--- src/rtl/default_slave_if.sv ---
`default_nettype none
// ============================================================================
//  Module      : default_slave_if
//  Description : AXI read/write channel bundle between the crossbar and the
//                default (DECERR) slave. The master modport is the crossbar
//                side; the slave modport is the default slave.
//  Revision    : 1.0 - initial release
// ============================================================================
interface default_slave_if #(
    parameter int IDS_BITS  = 8,
    parameter int ADDR_BITS = 32,
    parameter int DATA_BITS = 32,
    parameter int LEN_BITS  = 4
);
    // Read address channel
    logic [IDS_BITS-1:0]    ARID;
    logic [ADDR_BITS-1:0]   ARADDR;
    logic [LEN_BITS-1:0]    ARLEN;
    logic [2:0]             ARSIZE;
    logic [1:0]             ARBURST;
    logic                   ARVALID;
    logic                   ARREADY;

    // Read data channel
    logic [IDS_BITS-1:0]    RID;
    logic [DATA_BITS-1:0]   RDATA;
    logic [1:0]             RRESP;
    logic                   RLAST;
    logic                   RVALID;
    logic                   RREADY;

    // Write address channel
    logic [IDS_BITS-1:0]    AWID;
    logic [ADDR_BITS-1:0]   AWADDR;
    logic [LEN_BITS-1:0]    AWLEN;
    logic [2:0]             AWSIZE;
    logic [1:0]             AWBURST;
    logic                   AWVALID;
    logic                   AWREADY;

    // Write data channel
    logic [DATA_BITS-1:0]   WDATA;
    logic [DATA_BITS/8-1:0] WSTRB;
    logic                   WLAST;
    logic                   WVALID;
    logic                   WREADY;

    // Write response channel
    logic [IDS_BITS-1:0]    BID;
    logic [1:0]             BRESP;
    logic                   BVALID;
    logic                   BREADY;

    modport master (
        output ARID, ARADDR, ARLEN, ARSIZE, ARBURST, ARVALID,
        input  ARREADY,
        input  RID, RDATA, RRESP, RLAST, RVALID,
        output RREADY,
        output AWID, AWADDR, AWLEN, AWSIZE, AWBURST, AWVALID,
        input  AWREADY,
        output WDATA, WSTRB, WLAST, WVALID,
        input  WREADY,
        input  BID, BRESP, BVALID,
        output BREADY
    );

    modport slave (
        input  ARID, ARADDR, ARLEN, ARSIZE, ARBURST, ARVALID,
        output ARREADY,
        output RID, RDATA, RRESP, RLAST, RVALID,
        input  RREADY,
        input  AWID, AWADDR, AWLEN, AWSIZE, AWBURST, AWVALID,
        output AWREADY,
        input  WDATA, WSTRB, WLAST, WVALID,
        output WREADY,
        output BID, BRESP, BVALID,
        input  BREADY
    );
endinterface
`default_nettype wire

--- src/rtl/default_slave.sv ---
`default_nettype none
// ============================================================================
//  Module      : default_slave
//  Description : AXI default slave. Terminates every read and write whose
//                address maps to no real slave with a DECERR response, so a
//                master never hangs. Read and write engines run independently,
//                one outstanding transaction per direction.
//  Revision    : 1.0 - initial release
// ============================================================================
module default_slave #(
    parameter int IDS_BITS  = 8,
    parameter int ADDR_BITS = 32,
    parameter int DATA_BITS = 32,
    parameter int LEN_BITS  = 4
) (
    input  logic           clk,
    input  logic           rst,    // synchronous, active-low
    default_slave_if.slave bus
);

    // ------------------------------------------------------------------------
    // Constants
    // ------------------------------------------------------------------------
    localparam logic [1:0] c_RESP_OKAY   = 2'b00;
    localparam logic [1:0] c_RESP_DECERR = 2'b11;

    localparam logic [0:0] c_R_IDLE = 1'b0;
    localparam logic [0:0] c_R_DATA = 1'b1;

    localparam logic [1:0] c_W_IDLE = 2'd0;
    localparam logic [1:0] c_W_DATA = 2'd1;
    localparam logic [1:0] c_W_RESP = 2'd2;

    localparam logic [LEN_BITS-1:0] c_CNT_ONE = LEN_BITS'(1);

    // ------------------------------------------------------------------------
    // Read engine signals
    // ------------------------------------------------------------------------
    logic [0:0]          r_rstate;
    logic [0:0]          w_rstate_next;
    logic [IDS_BITS-1:0] r_rid;
    logic [LEN_BITS-1:0] r_len;
    logic [LEN_BITS-1:0] r_cnt;

    logic                w_ar_ready;
    logic                w_r_valid;
    logic                w_r_last;
    logic [1:0]          w_r_resp;
    logic                w_ar_fire;
    logic                w_r_fire;

    // ------------------------------------------------------------------------
    // Write engine signals
    // ------------------------------------------------------------------------
    logic [1:0]          r_wstate;
    logic [1:0]          w_wstate_next;
    logic [IDS_BITS-1:0] r_bid;

    logic                w_aw_ready;
    logic                w_w_ready;
    logic                w_b_valid;
    logic [1:0]          w_b_resp;
    logic                w_aw_fire;
    logic                w_wlast_fire;
    logic                w_b_fire;

    // ------------------------------------------------------------------------
    // Address/data/attribute fields the default slave never looks at. They
    // are collected here so their being unused is explicit.
    // ------------------------------------------------------------------------
    logic [ADDR_BITS-1:0]   w_unused_araddr;
    logic [ADDR_BITS-1:0]   w_unused_awaddr;
    logic [DATA_BITS-1:0]   w_unused_wdata;
    logic [DATA_BITS/8-1:0] w_unused_wstrb;
    logic [LEN_BITS-1:0]    w_unused_awlen;
    logic [9:0]             w_unused_attr;

    assign w_unused_araddr = bus.ARADDR;
    assign w_unused_awaddr = bus.AWADDR;
    assign w_unused_wdata  = bus.WDATA;
    assign w_unused_wstrb  = bus.WSTRB;
    assign w_unused_awlen  = bus.AWLEN;   // WLAST alone ends a write burst
    assign w_unused_attr   = {bus.ARSIZE, bus.ARBURST, bus.AWSIZE, bus.AWBURST};

    // ========================================================================
    // Read engine
    // ========================================================================
    assign w_ar_fire = w_ar_ready & bus.ARVALID;
    assign w_r_fire  = w_r_valid  & bus.RREADY;

    // Read state register
    always_ff @(posedge clk) begin
        if (!rst) begin
            r_rstate <= c_R_IDLE;
        end else begin
            r_rstate <= w_rstate_next;
        end
    end

    // Latch the request ID/length on acceptance and count delivered beats
    always_ff @(posedge clk) begin
        if (!rst) begin
            r_rid <= '0;
            r_len <= '0;
            r_cnt <= '0;
        end else if (w_ar_fire) begin
            r_rid <= bus.ARID;
            r_len <= bus.ARLEN;
            r_cnt <= '0;
        end else if (w_r_fire && !w_r_last) begin
            // Never increments past r_len, so a 16-beat burst cannot wrap
            r_cnt <= r_cnt + c_CNT_ONE;
        end
    end

    // Read next-state: leave IDLE on AR acceptance, return after the last beat
    always_comb begin
        w_rstate_next = r_rstate;
        case (r_rstate)
            c_R_IDLE: if (w_ar_fire)             w_rstate_next = c_R_DATA;
            c_R_DATA: if (w_r_fire && w_r_last)  w_rstate_next = c_R_IDLE;
            default:                             w_rstate_next = c_R_IDLE;
        endcase
    end

    // Read outputs decoded from state and latched fields only; ARREADY is
    // additionally held low while reset is asserted
    always_comb begin
        w_ar_ready = 1'b0;
        w_r_valid  = 1'b0;
        w_r_last   = 1'b0;
        w_r_resp   = c_RESP_OKAY;
        case (r_rstate)
            c_R_IDLE: begin
                w_ar_ready = rst;
            end
            c_R_DATA: begin
                w_r_valid = 1'b1;
                w_r_last  = (r_cnt == r_len);
                w_r_resp  = c_RESP_DECERR;
            end
            default: begin
                w_ar_ready = 1'b0;
            end
        endcase
    end

    assign bus.ARREADY = w_ar_ready;
    assign bus.RVALID  = w_r_valid;
    assign bus.RLAST   = w_r_last;
    assign bus.RRESP   = w_r_resp;
    assign bus.RID     = r_rid;
    assign bus.RDATA   = '0;

    // ========================================================================
    // Write engine
    // ========================================================================
    assign w_aw_fire    = w_aw_ready & bus.AWVALID;
    assign w_wlast_fire = w_w_ready  & bus.WVALID & bus.WLAST;
    assign w_b_fire     = w_b_valid  & bus.BREADY;

    // Write state register
    always_ff @(posedge clk) begin
        if (!rst) begin
            r_wstate <= c_W_IDLE;
        end else begin
            r_wstate <= w_wstate_next;
        end
    end

    // Latch the write ID on AW acceptance for echo on the B channel
    always_ff @(posedge clk) begin
        if (!rst) begin
            r_bid <= '0;
        end else if (w_aw_fire) begin
            r_bid <= bus.AWID;
        end
    end

    // Write next-state: address, sink data until WLAST, then respond
    always_comb begin
        w_wstate_next = r_wstate;
        case (r_wstate)
            c_W_IDLE: if (w_aw_fire)    w_wstate_next = c_W_DATA;
            c_W_DATA: if (w_wlast_fire) w_wstate_next = c_W_RESP;
            c_W_RESP: if (w_b_fire)     w_wstate_next = c_W_IDLE;
            default:                    w_wstate_next = c_W_IDLE;
        endcase
    end

    // Write outputs decoded from state; W beats are only taken in W_DATA
    always_comb begin
        w_aw_ready = 1'b0;
        w_w_ready  = 1'b0;
        w_b_valid  = 1'b0;
        w_b_resp   = c_RESP_OKAY;
        case (r_wstate)
            c_W_IDLE: w_aw_ready = rst;
            c_W_DATA: w_w_ready  = 1'b1;
            c_W_RESP: begin
                w_b_valid = 1'b1;
                w_b_resp  = c_RESP_DECERR;
            end
            default:  w_aw_ready = 1'b0;
        endcase
    end

    assign bus.AWREADY = w_aw_ready;
    assign bus.WREADY  = w_w_ready;
    assign bus.BVALID  = w_b_valid;
    assign bus.BRESP   = w_b_resp;
    assign bus.BID     = r_bid;

endmodule
`default_nettype wire

--- src/flat_wrapper.sv ---
// flat-port wrapper written by rule: the top's interface ports become plain ports
module default_slave_flat 
#(
    parameter int IDS_BITS  = 8,
    parameter int ADDR_BITS = 32,
    parameter int DATA_BITS = 32,
    parameter int LEN_BITS  = 4
)
  (clk, rst, bus_ARID, bus_ARADDR, bus_ARLEN, bus_ARSIZE, bus_ARBURST, bus_ARVALID, bus_ARREADY, bus_RID, bus_RDATA, bus_RRESP, bus_RLAST, bus_RVALID, bus_RREADY, bus_AWID, bus_AWADDR, bus_AWLEN, bus_AWSIZE, bus_AWBURST, bus_AWVALID, bus_AWREADY, bus_WDATA, bus_WSTRB, bus_WLAST, bus_WVALID, bus_WREADY, bus_BID, bus_BRESP, bus_BVALID, bus_BREADY);
  default_slave_if #(.IDS_BITS(IDS_BITS), .ADDR_BITS(ADDR_BITS), .DATA_BITS(DATA_BITS), .LEN_BITS(LEN_BITS)) bus_i ();
  input  logic clk;
  input  logic rst;
  input wire logic [$bits(bus_i.ARID)-1:0] bus_ARID;
  input wire logic [$bits(bus_i.ARADDR)-1:0] bus_ARADDR;
  input wire logic [$bits(bus_i.ARLEN)-1:0] bus_ARLEN;
  input wire logic [$bits(bus_i.ARSIZE)-1:0] bus_ARSIZE;
  input wire logic [$bits(bus_i.ARBURST)-1:0] bus_ARBURST;
  input wire logic [$bits(bus_i.ARVALID)-1:0] bus_ARVALID;
  output wire logic [$bits(bus_i.ARREADY)-1:0] bus_ARREADY;
  output wire logic [$bits(bus_i.RID)-1:0] bus_RID;
  output wire logic [$bits(bus_i.RDATA)-1:0] bus_RDATA;
  output wire logic [$bits(bus_i.RRESP)-1:0] bus_RRESP;
  output wire logic [$bits(bus_i.RLAST)-1:0] bus_RLAST;
  output wire logic [$bits(bus_i.RVALID)-1:0] bus_RVALID;
  input wire logic [$bits(bus_i.RREADY)-1:0] bus_RREADY;
  input wire logic [$bits(bus_i.AWID)-1:0] bus_AWID;
  input wire logic [$bits(bus_i.AWADDR)-1:0] bus_AWADDR;
  input wire logic [$bits(bus_i.AWLEN)-1:0] bus_AWLEN;
  input wire logic [$bits(bus_i.AWSIZE)-1:0] bus_AWSIZE;
  input wire logic [$bits(bus_i.AWBURST)-1:0] bus_AWBURST;
  input wire logic [$bits(bus_i.AWVALID)-1:0] bus_AWVALID;
  output wire logic [$bits(bus_i.AWREADY)-1:0] bus_AWREADY;
  input wire logic [$bits(bus_i.WDATA)-1:0] bus_WDATA;
  input wire logic [$bits(bus_i.WSTRB)-1:0] bus_WSTRB;
  input wire logic [$bits(bus_i.WLAST)-1:0] bus_WLAST;
  input wire logic [$bits(bus_i.WVALID)-1:0] bus_WVALID;
  output wire logic [$bits(bus_i.WREADY)-1:0] bus_WREADY;
  output wire logic [$bits(bus_i.BID)-1:0] bus_BID;
  output wire logic [$bits(bus_i.BRESP)-1:0] bus_BRESP;
  output wire logic [$bits(bus_i.BVALID)-1:0] bus_BVALID;
  input wire logic [$bits(bus_i.BREADY)-1:0] bus_BREADY;
  assign bus_i.ARID = bus_ARID;
  assign bus_i.ARADDR = bus_ARADDR;
  assign bus_i.ARLEN = bus_ARLEN;
  assign bus_i.ARSIZE = bus_ARSIZE;
  assign bus_i.ARBURST = bus_ARBURST;
  assign bus_i.ARVALID = bus_ARVALID;
  assign bus_ARREADY = bus_i.ARREADY;
  assign bus_RID = bus_i.RID;
  assign bus_RDATA = bus_i.RDATA;
  assign bus_RRESP = bus_i.RRESP;
  assign bus_RLAST = bus_i.RLAST;
  assign bus_RVALID = bus_i.RVALID;
  assign bus_i.RREADY = bus_RREADY;
  assign bus_i.AWID = bus_AWID;
  assign bus_i.AWADDR = bus_AWADDR;
  assign bus_i.AWLEN = bus_AWLEN;
  assign bus_i.AWSIZE = bus_AWSIZE;
  assign bus_i.AWBURST = bus_AWBURST;
  assign bus_i.AWVALID = bus_AWVALID;
  assign bus_AWREADY = bus_i.AWREADY;
  assign bus_i.WDATA = bus_WDATA;
  assign bus_i.WSTRB = bus_WSTRB;
  assign bus_i.WLAST = bus_WLAST;
  assign bus_i.WVALID = bus_WVALID;
  assign bus_WREADY = bus_i.WREADY;
  assign bus_BID = bus_i.BID;
  assign bus_BRESP = bus_i.BRESP;
  assign bus_BVALID = bus_i.BVALID;
  assign bus_i.BREADY = bus_BREADY;
  default_slave #(.IDS_BITS(IDS_BITS), .ADDR_BITS(ADDR_BITS), .DATA_BITS(DATA_BITS), .LEN_BITS(LEN_BITS)) u_core (.clk(clk), .rst(rst), .bus(bus_i));
endmodule
--- config.mk ---
export PLATFORM = sky130hd
export DESIGN_NAME = default_slave_flat
export DESIGN_NICKNAME = d
export VERILOG_FILES = /design/src/rtl/default_slave_if.sv /design/src/rtl/default_slave.sv /design/src/flat_wrapper.sv
export SDC_FILE = /design/constraint.sdc
export NUM_CORES = 1
export LEC_CHECK = 0
export BUFFER_PORTS_ARGS = -buffer_cell sky130_fd_sc_hd__buf_2
export CAP_MARGIN = 20
export CORE_AREA = 2 2 77 79
export CTS_BUF_LIST = sky130_fd_sc_hd__clkbuf_8
export DETAILED_ROUTE_END_ITERATION = 6
export DIE_AREA = 0 0 79 81
export GPL_TIMING_DRIVEN = 0
export PLACE_DENSITY = 0.78
export REMOVE_ABC_BUFFERS = 1
export SLEW_MARGIN = 20
export SYNTH_ARGS = -nofsm -noshare
export SYNTH_HDL_FRONTEND = slang
export SYNTH_SLANG_ARGS = --single-unit
--- constraint.sdc ---
create_clock -name clk -period 1.4 [get_ports clk]
set_input_delay 0 -clock clk [delete_from_list [all_inputs] [get_ports clk]]
set_output_delay 0 -clock clk [all_outputs]
set_load 0.03 [all_outputs]
==> flow_metrics.env, run 1 <==
export IMPL_drive_gt1_share_pct=31.9
export IMPL_clkLatencyLatePin_ns=0.27
export IMPL_cts_sinks=27
export IMPL_slew_viol_final=0
export IMPL_cp_required_ns=1.40
export IMPL_synthCells=179
export IMPL_leakage_nw=0.967
export IMPL_syn2layout_area_growth_pct=38.4
export IMPL_layout_common_cells="buf_2 (52), nand2_1 (43), conb_1 (32)"
export IMPL_violations="negative setup slack"
export IMPL_port_buffers=53
export IMPL_final_common_cell="buf_2"
export IMPL_place_inst=295
export IMPL_syn_area_mm2=0.00141
export IMPL_start_util_pct=24.9
export IMPL_grt_ovfl_total=0
export IMPL_htreeDepth=1
export IMPL_hold_violations=0
export IMPL_rsz0062_at_grt="true"
export IMPL_drt_iter0_drc=38
export IMPL_cts_buffer_depth=2
export IMPL_final_seq_area_um2=557
export IMPL_cp_start_kind="flop"
export IMPL_final_nets=392
export IMPL_vdd_drop_max_mv=0.471
export IMPL_track_usage_pct=11.1
export IMPL_period_share_pct=107
export IMPL_cts_tree="done"
export IMPL_final_area_mm2=0.00195
export IMPL_diodes=0
export IMPL_final_cells=323
export IMPL_num_rows=28
export IMPL_hp_class="in -> reg"
export IMPL_p_per_area_mw_per_mm2=939
export IMPL_max_freq_mhz=667
export IMPL_grt_pass1_vias=1210
export IMPL_synth_distinct_cells=31
export IMPL_dieHeight_um=81
export IMPL_die_area_mm2=0.00640
export IMPL_worstPathMaxFanout=4
export IMPL_gp_congestion=0.742
export IMPL_tightestPinTransition_ns=0.532
export IMPL_vias_per_cell=3.94
export IMPL_finalWorstSetupSlack_ns=-0.0991
export IMPL_setup_viol=2
export IMPL_grt_pass1_wl_mm=5.60
export IMPL_path_class="reg -> out"
export IMPL_period_needed_ns=1.50
export IMPL_post_dp_cell_area_mm2=0.00159
export IMPL_synth_area_per_cell_um2=7.88
export IMPL_fin_skew_ns=0.00286
export IMPL_ys_seq_area_share_pct=38.3
export IMPL_core_area_mm2=0.00568
export IMPL_clkTransAtPathRegs_ns=0.09
export IMPL_status="complete, but fails checks"
export IMPL_drcViolationCount=0
export IMPL_io_pins=200
export IMPL_place_hpwl_mm=2.32
export IMPL_first_pass_iters=4
export IMPL_yosysWarningCount=0
export IMPL_route_vias_total=1273
export IMPL_drt_antenna_violating_nets=0
export IMPL_fp_dieW_um=79
export IMPL_cts_buffers=3
export IMPL_relSlewSlack_pct=64.6
export IMPL_cp_end_kind="primary output"
export IMPL_wire_per_inst_um=10.5
export IMPL_yosys_register_bits=27
export IMPL_wl_mm=3.40
export IMPL_fillers=608
export IMPL_multi_input_area_um2=746
export IMPL_fin_setup_tns_ns=-0.106
export IMPL_root_buffer="clkbuf_8"
export IMPL_drv_cap=0
export IMPL_crit_arrival_ns=1.50
export IMPL_antenna_found_initial=0
export IMPL_grt_max_degree=30
-- cells by family (layout without fill, tap and decap cells) --
family,after synthesis,in the layout,synth area share [%]
compound gates,19,19,8.42
buf+inv,45,83,21.7
simple gates,78,78,25.4
fa+ha+maj,1,1,0.886
flops,27,27,38.3
xor+xnor,8,8,4.96
other cells,1,32,0.266
-- flip-flops by register name (all words and copies together), names as in the netlist --
signal / cells
u_core.r_rstate: 1
u_core.r_cnt: 4
u_core.bus.RID: 8
u_core.r_wstate: 2
u_core.bus.BID: 8
u_core.r_len: 4
-- critical path, cell delays in order, from the launching register on --
cell	delay, ns
dfxtp_4	0.38
xor2_2	0.20
nor4_4	0.33
and2_1	0.19
buf_6	0.13
-- repair_timing --
action,4_1_cts,5_1_grt
hold buffers,21,0
pin swaps,5,2
hold endpoints to repair,21,0
endpoints found under the setup margin,3,23
buffers inserted,1,2
resized for setup,19,6
-- worst paths after layout --
check | startpoint | to | slack, ns | cells after the start
worst max-delay path | u_core.r_cnt[0]$_SDFFE_PP0P_ | bus_RLAST | -0.1 | 4
worst min-delay path | bus_ARVALID | u_core.r_rstate$_SDFF_PN0_ | 0.02 | 3
worst max register to register | u_core.r_cnt[2]$_SDFFE_PP0P_ | u_core.r_cnt[2]$_SDFFE_PP0P_ | -0.01 | 5
worst min register to register | u_core.bus.BID[4]$_SDFFE_PN0P_ | u_core.bus.BID[4]$_SDFFE_PN0P_ | 0.45 | 2
-- synthesized netlist by cell type --
master | count | share of area (%)
conb_1 | 1 | 0.27
ha_1 | 1 | 0.89
nor4bb_1 | 1 | 0.71
nor4_1 | 1 | 0.44
nand4_1 | 1 | 0.44
dfxtp_1 | 27 | 38
a21boi_1 | 1 | 0.53
buf_2 | 2 | 0.71
o41ai_2 | 1 | 1.2
inv_1 | 2 | 0.53
a21oi_1 | 3 | 1.1
xor2_1 | 5 | 3.1
a21boi_0 | 1 | 0.53
and2_1 | 4 | 1.8
nand3_1 | 14 | 5.0
o31a_1 | 1 | 0.62
or3_1 | 1 | 0.44
xnor2_1 | 3 | 1.9
buf_4 | 36 | 19
nand2_1 | 44 | 12
clkbuf_1 | 4 | 1.1
o21ai_1 | 8 | 2.8
nor2b_1 | 6 | 2.7
buf_1 | 1 | 0.27
nor2_1 | 3 | 0.80
nand2b_1 | 1 | 0.44
o21ai_0 | 2 | 0.71
o211ai_1 | 1 | 0.53
or4_1 | 1 | 0.53
nor3b_1 | 1 | 0.53
a31oi_1 | 1 | 0.44
-- where the power goes --
group / internal [mW] / total, mW / switching (mW)
clock network: 0.197 / 0.447 / 0.250
logic: 0.173 / 0.530 / 0.357
registers: 0.817 / 0.857 / 0.0396
-- cell type report --
cell class	count	share of cell area [%]
inverters	2	0.384
multi-input cells	138	38.2
clock buffers	3	2.11
well taps	75	4.80
flip-flops and latches	27	28.5
repair buffers	77	25.8
clock inverters	1	0.192
-- stage by stage --
step | util [%] | power (mW) | hold slack [ns] | setup WS (ns)
2_1_floorplan | - | 1.19 | 0.0989 | -0.597
3_3_place_gp | 28.0 | 1.31 | 0.183 | -0.0752
3_5_place_dp | 28.0 | 1.32 | 0.190 | -0.0882
4_1_cts | 33.8 | 1.84 | 0.0143 | -0.100
5_1_grt | 34.4 | 1.93 | 0.0552 | -0.187
6_report | 34.4 | 1.83 | 0.0165 | -0.0991
-- routing by layer --
layer	vias up	wire length (µm)	GRT usage, %	share of wire [%]
met3	2	249	2.67	7.3
met1	567	1620	14.1	48
met5	-	0	0	0
li1	643	-	-	-
met2	61	1530	18.9	45
met4	0	10	3.10	0.29
Power figures use the tool's default switching activity.
==> inputs of run 2 (changes only) <==
--- a/config.mk
+++ b/config.mk
@@ -7,12 +7,12 @@
 export LEC_CHECK = 0
 export BUFFER_PORTS_ARGS = -buffer_cell sky130_fd_sc_hd__buf_2
 export CAP_MARGIN = 20
-export CORE_AREA = 2 2 77 79
+export CORE_AREA = 3 3 76 78
 export CTS_BUF_LIST = sky130_fd_sc_hd__clkbuf_8
 export DETAILED_ROUTE_END_ITERATION = 6
 export DIE_AREA = 0 0 79 81
 export GPL_TIMING_DRIVEN = 0
-export PLACE_DENSITY = 0.78
+export PLACE_DENSITY = 0.81
 export REMOVE_ABC_BUFFERS = 1
 export SLEW_MARGIN = 20
 export SYNTH_ARGS = -nofsm -noshare
==> run 2 against run 1 <==
The run still ends with negative setup slack left. Fmax increased by 2.6%. Final area increased by 1.4%. Die area unchanged. First-iteration DRC count decreased by 13%. Non-clock buffer count unchanged. Final cell count decreased by 1.5%. Power decreased by 0.35%. Sequential cell count unchanged. Largest cell class unchanged.
==> flow_metrics.env, run 2 (same netlist as run 1, synthesis figures left out) <==
export IMPL_cts_buffers=3
export IMPL_rsz0062_at_grt="true"
export IMPL_cts_buffer_depth=2
export IMPL_ff2ff_setup_slack_ns=0.02
export IMPL_drcViolationCount=0
export IMPL_critPathMaxStageDelay_ns=0.38
export IMPL_fin_util_pct=38.5
export IMPL_worstPathMaxFanout=4
export IMPL_grt_pass1_wl_mm=5.50
export IMPL_final_cells=318
export IMPL_cts_tree="done"
export IMPL_grt_max_degree=30
export IMPL_cp_required_ns=1.40
export IMPL_r2r_start="u_core.r_cnt[0]$_SDFFE_PP0P_"
export IMPL_io_pins=200
export IMPL_fp_dieW_um=79
export IMPL_num_rows=26
export IMPL_grt_ovfl_total=0
export IMPL_period_needed_ns=1.46
export IMPL_hold_end="u_core.r_rstate$_SDFF_PN0_"
export IMPL_clkTransAtPathRegs_ns=0.10
export IMPL_place_hpwl_mm=2.51
export IMPL_cp_start_kind="flop"
export IMPL_place_inst=290
export IMPL_port_buffers=53
export IMPL_status="complete, but fails checks"
export IMPL_fin_skew_ns=0.00562
export IMPL_gp_congestion=0.749
export IMPL_ff2ff_path_depth=4
export IMPL_wire_per_inst_um=11.2
export IMPL_relSlewSlack_pct=66.6
export IMPL_path_class="reg -> out"
export IMPL_root_buffer="clkbuf_8"
export IMPL_slowest_stage="dfxtp_4"
export IMPL_period_share_pct=104
export IMPL_diodes=0
export IMPL_core_area_mm2=0.00514
export IMPL_drt_antenna_violating_nets=0
export IMPL_fin_setup_tns_ns=-0.0611
export IMPL_hold_violations=0
export IMPL_wl_mm=3.55
export IMPL_leakage_nw=0.970
export IMPL_critPathTopFamily="simple AND/OR/NAND/NOR gates"
export IMPL_route_vias_total=1307
export IMPL_start_util_pct=27.5
export IMPL_clkLatencyLatePin_ns=0.27
export IMPL_tightestPinTransition_ns=0.502
export IMPL_dieHeight_um=81
export IMPL_antenna_found_initial=1
export IMPL_drive_gt1_share_pct=31.9
export IMPL_slew_viol_final=0
export IMPL_syn2layout_area_growth_pct=40.3
export IMPL_r2r_end="u_core.r_cnt[3]$_SDFFE_PP0P_"
export IMPL_final_nets=392
export IMPL_total_power_mw=1.83
export IMPL_cp_cell_sequence="xor2_4, nor4_4, and2_1, buf_6"
export IMPL_finalWorstSetupSlack_ns=-0.0611
export IMPL_setup_viol=1
export IMPL_holdCritStartpoint="bus_ARVALID"
export IMPL_holdPathStages=3
export IMPL_post_dp_cell_area_mm2=0.00158
export IMPL_path_buf_inv=1
export IMPL_layout_common_cells="buf_2 (52), nand2_1 (43), conb_1 (32)"
export IMPL_crit_arrival_ns=1.46
export IMPL_vdd_drop_max_mv=0.335
export IMPL_cp_end_kind="primary output"
export IMPL_violations="negative setup slack"
export IMPL_max_freq_mhz=684
export IMPL_htreeDepth=1
export IMPL_drv_cap=0
export IMPL_final_area_mm2=0.00198
export IMPL_cts_sinks=27
export IMPL_drt_iter0_drc=33
export IMPL_first_pass_iters=4
export IMPL_vias_per_cell=4.11
export IMPL_die_area_mm2=0.00640
export IMPL_hp_class="in -> reg"
export IMPL_final_common_cell="buf_2"
export IMPL_p_per_area_mw_per_mm2=923
export IMPL_grt_pass1_vias=1181
export IMPL_track_usage_pct=10.9
==> run 2: cell types whose count changed in the layout (fill, tap and decap cells not counted) <==
cell      previous run  this run
inv_1                3         2
clkinv_2             0         1
xor2_2               3         1
dfxtp_2              7         2
dfxtp_4              2         7
nor2b_2              1         0
xor2_4               1         3
nor2b_1              5         6
==> run 2: layout make-up <==
cell class              count  area, µm²
inverters                   2       7.51
repair buffers             77        504
clock inverters             1       5.00
clock buffers               3       41.3
multi-input cells         138        766
flip-flops and latches     27        569
well taps                  70       87.6
fillers                   547       3160
==> run 2: tightest hold or removal path: stages <==
cell and delay, ns:
buf_2 0.08, o21ai_0 0.06, a21oi_1 0.10
==> run 2: through the flow <==
stage / setup slack, ns / hold WS, ns
6_report: -0.0611 / 0.00852
5_1_grt: -0.141 / 0.0197
4_1_cts: -0.0710 / 0.00436
3_5_place_dp: -0.135 / 0.188
3_3_place_gp: -0.0959 / 0.183
2_1_floorplan: -0.597 / 0.0989
==> run 2: worst max-delay path by stage <==
stage | start | endpoint | cells past startpoint
2_1_floorplan | u_core.r_wstate[1]$_SDFFE_PN0P_ | u_core.r_wstate[1]$_SDFFE_PN0P_ | 3
3_3_place_gp | rst | u_core.bus.BID[5]$_SDFFE_PN0P_ | 4
3_5_place_dp | rst | u_core.bus.BID[5]$_SDFFE_PN0P_ | 4
4_1_cts | u_core.r_len[2]$_SDFFE_PN0P_ | bus_RLAST | 4
5_1_grt | u_core.r_len[0]$_SDFFE_PN0P_ | bus_RLAST | 4
6_report | u_core.r_len[0]$_SDFFE_PN0P_ | bus_RLAST | 4
==> run 2: repair_timing <==
action | in CTS | in global routing
setup endpoints to repair | 5 | 16
resized for setup | 19 | 12
pin swaps | 4 | 0
hold buffers | 21 | 0
buffers inserted | 3 | 0
hold endpoints to repair | 21 | 0
==> run 2: per-layer routing <==
layer  track usage [%]  up-vias  routed length (µm)
li1                  -      651                   -
met1              13.3      576                1500
met2              17.8       78                1590
met3              4.43        2                 444
met4              3.26        0                   8
met5                 0        -                   0
==> run 2: power by group <==
group	switching, mW	total (mW)	internal [mW]
clock	0.248	0.447	0.199
sequential	0.0416	0.853	0.811
combinational	0.355	0.528	0.173
==> inputs of run 3 (changes only) <==
--- a/config.mk
+++ b/config.mk
@@ -7,12 +7,12 @@
 export LEC_CHECK = 0
 export BUFFER_PORTS_ARGS = -buffer_cell sky130_fd_sc_hd__buf_2
 export CAP_MARGIN = 20
-export CORE_AREA = 3 3 76 78
+export CORE_MARGIN = 3
+export CORE_UTILIZATION = 25
 export CTS_BUF_LIST = sky130_fd_sc_hd__clkbuf_8
 export DETAILED_ROUTE_END_ITERATION = 6
-export DIE_AREA = 0 0 79 81
 export GPL_TIMING_DRIVEN = 0
-export PLACE_DENSITY = 0.81
+export PLACE_DENSITY = 0.77
 export REMOVE_ABC_BUFFERS = 1
 export SLEW_MARGIN = 20
 export SYNTH_ARGS = -nofsm -noshare
==> run 3 against run 2 <==
The run still ends with negative setup slack left. Die area grew 2.9%. Register-to-register slack is essentially flat. Sequential cell count did not move. Sequential share of layout area down 0.22 points. Final area shrank 0.13%. Clock power rose by 2%. Count of clock-buffer cells in the layout unchanged. Final cell count stayed put. Combinational power increased by 0.9%. Largest power group unchanged.
==> flow_metrics.env, run 3 (same netlist as run 1, synthesis figures left out) <==
export IMPL_finalWorstSetupSlack_ns=-0.103
export IMPL_cp_end_kind="primary output"
export IMPL_grt_pass1_wl_mm=5.58
export IMPL_grt_pass1_vias=1207
export IMPL_r2r_start="u_core.r_cnt[0]$_SDFFE_PP0P_"
export IMPL_fin_setup_tns_ns=-0.103
export IMPL_syn2layout_area_growth_pct=40.2
export IMPL_place_hpwl_mm=2.47
export IMPL_status="complete, but fails checks"
export IMPL_wire_per_inst_um=11.4
export IMPL_diodes=0
export IMPL_period_share_pct=107
export IMPL_gp_congestion=0.842
export IMPL_slew_viol_final=0
export IMPL_clkTransAtPathRegs_ns=0.10
export IMPL_grt_max_degree=30
export IMPL_route_vias_total=1293
export IMPL_wl_mm=3.62
export IMPL_hold_violations=0
export IMPL_p_per_area_mw_per_mm2=933
export IMPL_fillers=552
export IMPL_root_buffer="clkbuf_8"
export IMPL_setup_viol=1
export IMPL_start_util_pct=26.8
export IMPL_place_ws_ns=-0.143
export IMPL_leakage_nw=0.973
export IMPL_drt_antenna_violating_nets=0
export IMPL_vdd_drop_max_mv=0.395
export IMPL_path_class="reg -> out"
export IMPL_ff2ff_setup_slack_ns=0.03
export IMPL_r2r_end="u_core.r_cnt[0]$_SDFFE_PP0P_"
export IMPL_cts_sinks=27
export IMPL_antenna_found_initial=0
export IMPL_final_common_cell="buf_2"
export IMPL_final_area_mm2=0.00198
export IMPL_core_area_mm2=0.00527
export IMPL_drt_iter0_drc=57
export IMPL_hp_class="in -> reg"
export IMPL_num_rows=26
export IMPL_cp_start_kind="flop"
export IMPL_die_area_mm2=0.00658
export IMPL_cp_endpoint="bus_RLAST"
export IMPL_track_usage_pct=11.0
export IMPL_drcViolationCount=0
export IMPL_dieHeight_um=81.1
export IMPL_vias_per_cell=4.07
export IMPL_htreeDepth=1
export IMPL_drive_gt1_share_pct=33.1
export IMPL_worstPathMaxFanout=4
export IMPL_cp_required_ns=1.40
export IMPL_ff2ff_path_depth=4
export IMPL_fin_skew_ns=0.00741
export IMPL_max_freq_mhz=666
export IMPL_cts_tree="done"
export IMPL_crit_arrival_ns=1.50
export IMPL_first_pass_iters=4
export IMPL_hold_ws_ns=0.00650
export IMPL_total_power_mw=1.85
export IMPL_period_needed_ns=1.50
export IMPL_fp_dieW_um=81.1
export IMPL_cts_buffer_depth=2
export IMPL_cts_buffers=3
export IMPL_violations="negative setup slack"
export IMPL_grt_ovfl_total=0
export IMPL_clkLatencyLatePin_ns=0.28
export IMPL_drv_cap=0
export IMPL_io_pins=200
export IMPL_post_dp_cell_area_mm2=0.00158
export IMPL_worstSetupStartpoint="u_core.r_cnt[0]$_SDFFE_PP0P_"
export IMPL_rsz0062_at_grt="true"
export IMPL_port_buffers=53
export IMPL_final_nets=392
export IMPL_layout_common_cells="buf_2 (52), nand2_1 (42), conb_1 (32)"
-- run 3: cell count changes in the layout (fill, tap and decap cells not counted), sizes merged --
cell / before / now
dlygate4sd3: 21 / 20
buf: 56 / 57
-- run 3: what timing repair did --
action,CTS,global route
buffers inserted,2,2
resized for setup,20,11
endpoints found under the hold margin,20,0
endpoints found under the setup margin,11,16
hold buffers,20,0
pin swaps,4,2
-- run 3: metal layers --
layer / vias up / global-route usage (%) / wire [µm]
met4: 0 / 5.07 / 104
li1: 645 / - / -
met2: 80 / 19.0 / 1730
met5: - / 0 / 0
met3: 8 / 2.55 / 376
met1: 560 / 12.7 / 1410
-- run 3: where the power goes --
part / leakage (nW) / internal, mW / switching, mW
Sequential: 0.227 / 0.813 / 0.0434
Clock: 0.0255 / 0.200 / 0.256
Combinational: 0.721 / 0.174 / 0.359
-- run 3: per-stage QoR --
step                      util (%)  std cells
after detailed placement      30.0        290
final                         37.5        318
after floorplan                  -        167
after CTS                     36.3        316
after global placement        30.0        290
after global routing          37.5        318
-- run 3: critical path, cell delays in order, from the launching register on --
cell     delay [ns]
dfxtp_4        0.39
xor2_4         0.20
nor4_4         0.33
and2_4         0.20
buf_6          0.12
-- run 3: worst min-delay path by stage --
stage,start,endpoint,slack (ns),cells past startpoint
floorplan,bus_ARID[0],u_core.bus.RID[0]$_SDFFE_PN0P_,0.1,2
global placement,bus_ARID[1],u_core.bus.RID[1]$_SDFFE_PN0P_,0.18,3
detailed placement,bus_ARLEN[0],u_core.r_len[0]$_SDFFE_PN0P_,0.19,3
CTS,bus_ARVALID,u_core.r_rstate$_SDFF_PN0_,0.004,3
global route,bus_ARVALID,u_core.r_rstate$_SDFF_PN0_,0.02,3
finish,bus_ARVALID,u_core.r_rstate$_SDFF_PN0_,0.006,3
-- run 3: layout make-up --
class / count / area (µm²) / area share (%)
multi-input cells: 138 / 771 / 39.0
flip-flops and latches: 27 / 564 / 28.5
repair buffers: 77 / 502 / 25.4
well taps: 70 / 87.6 / 4.43
clock buffers: 3 / 41.3 / 2.09
inverters: 2 / 7.51 / 0.380
clock inverters: 1 / 5.00 / 0.253
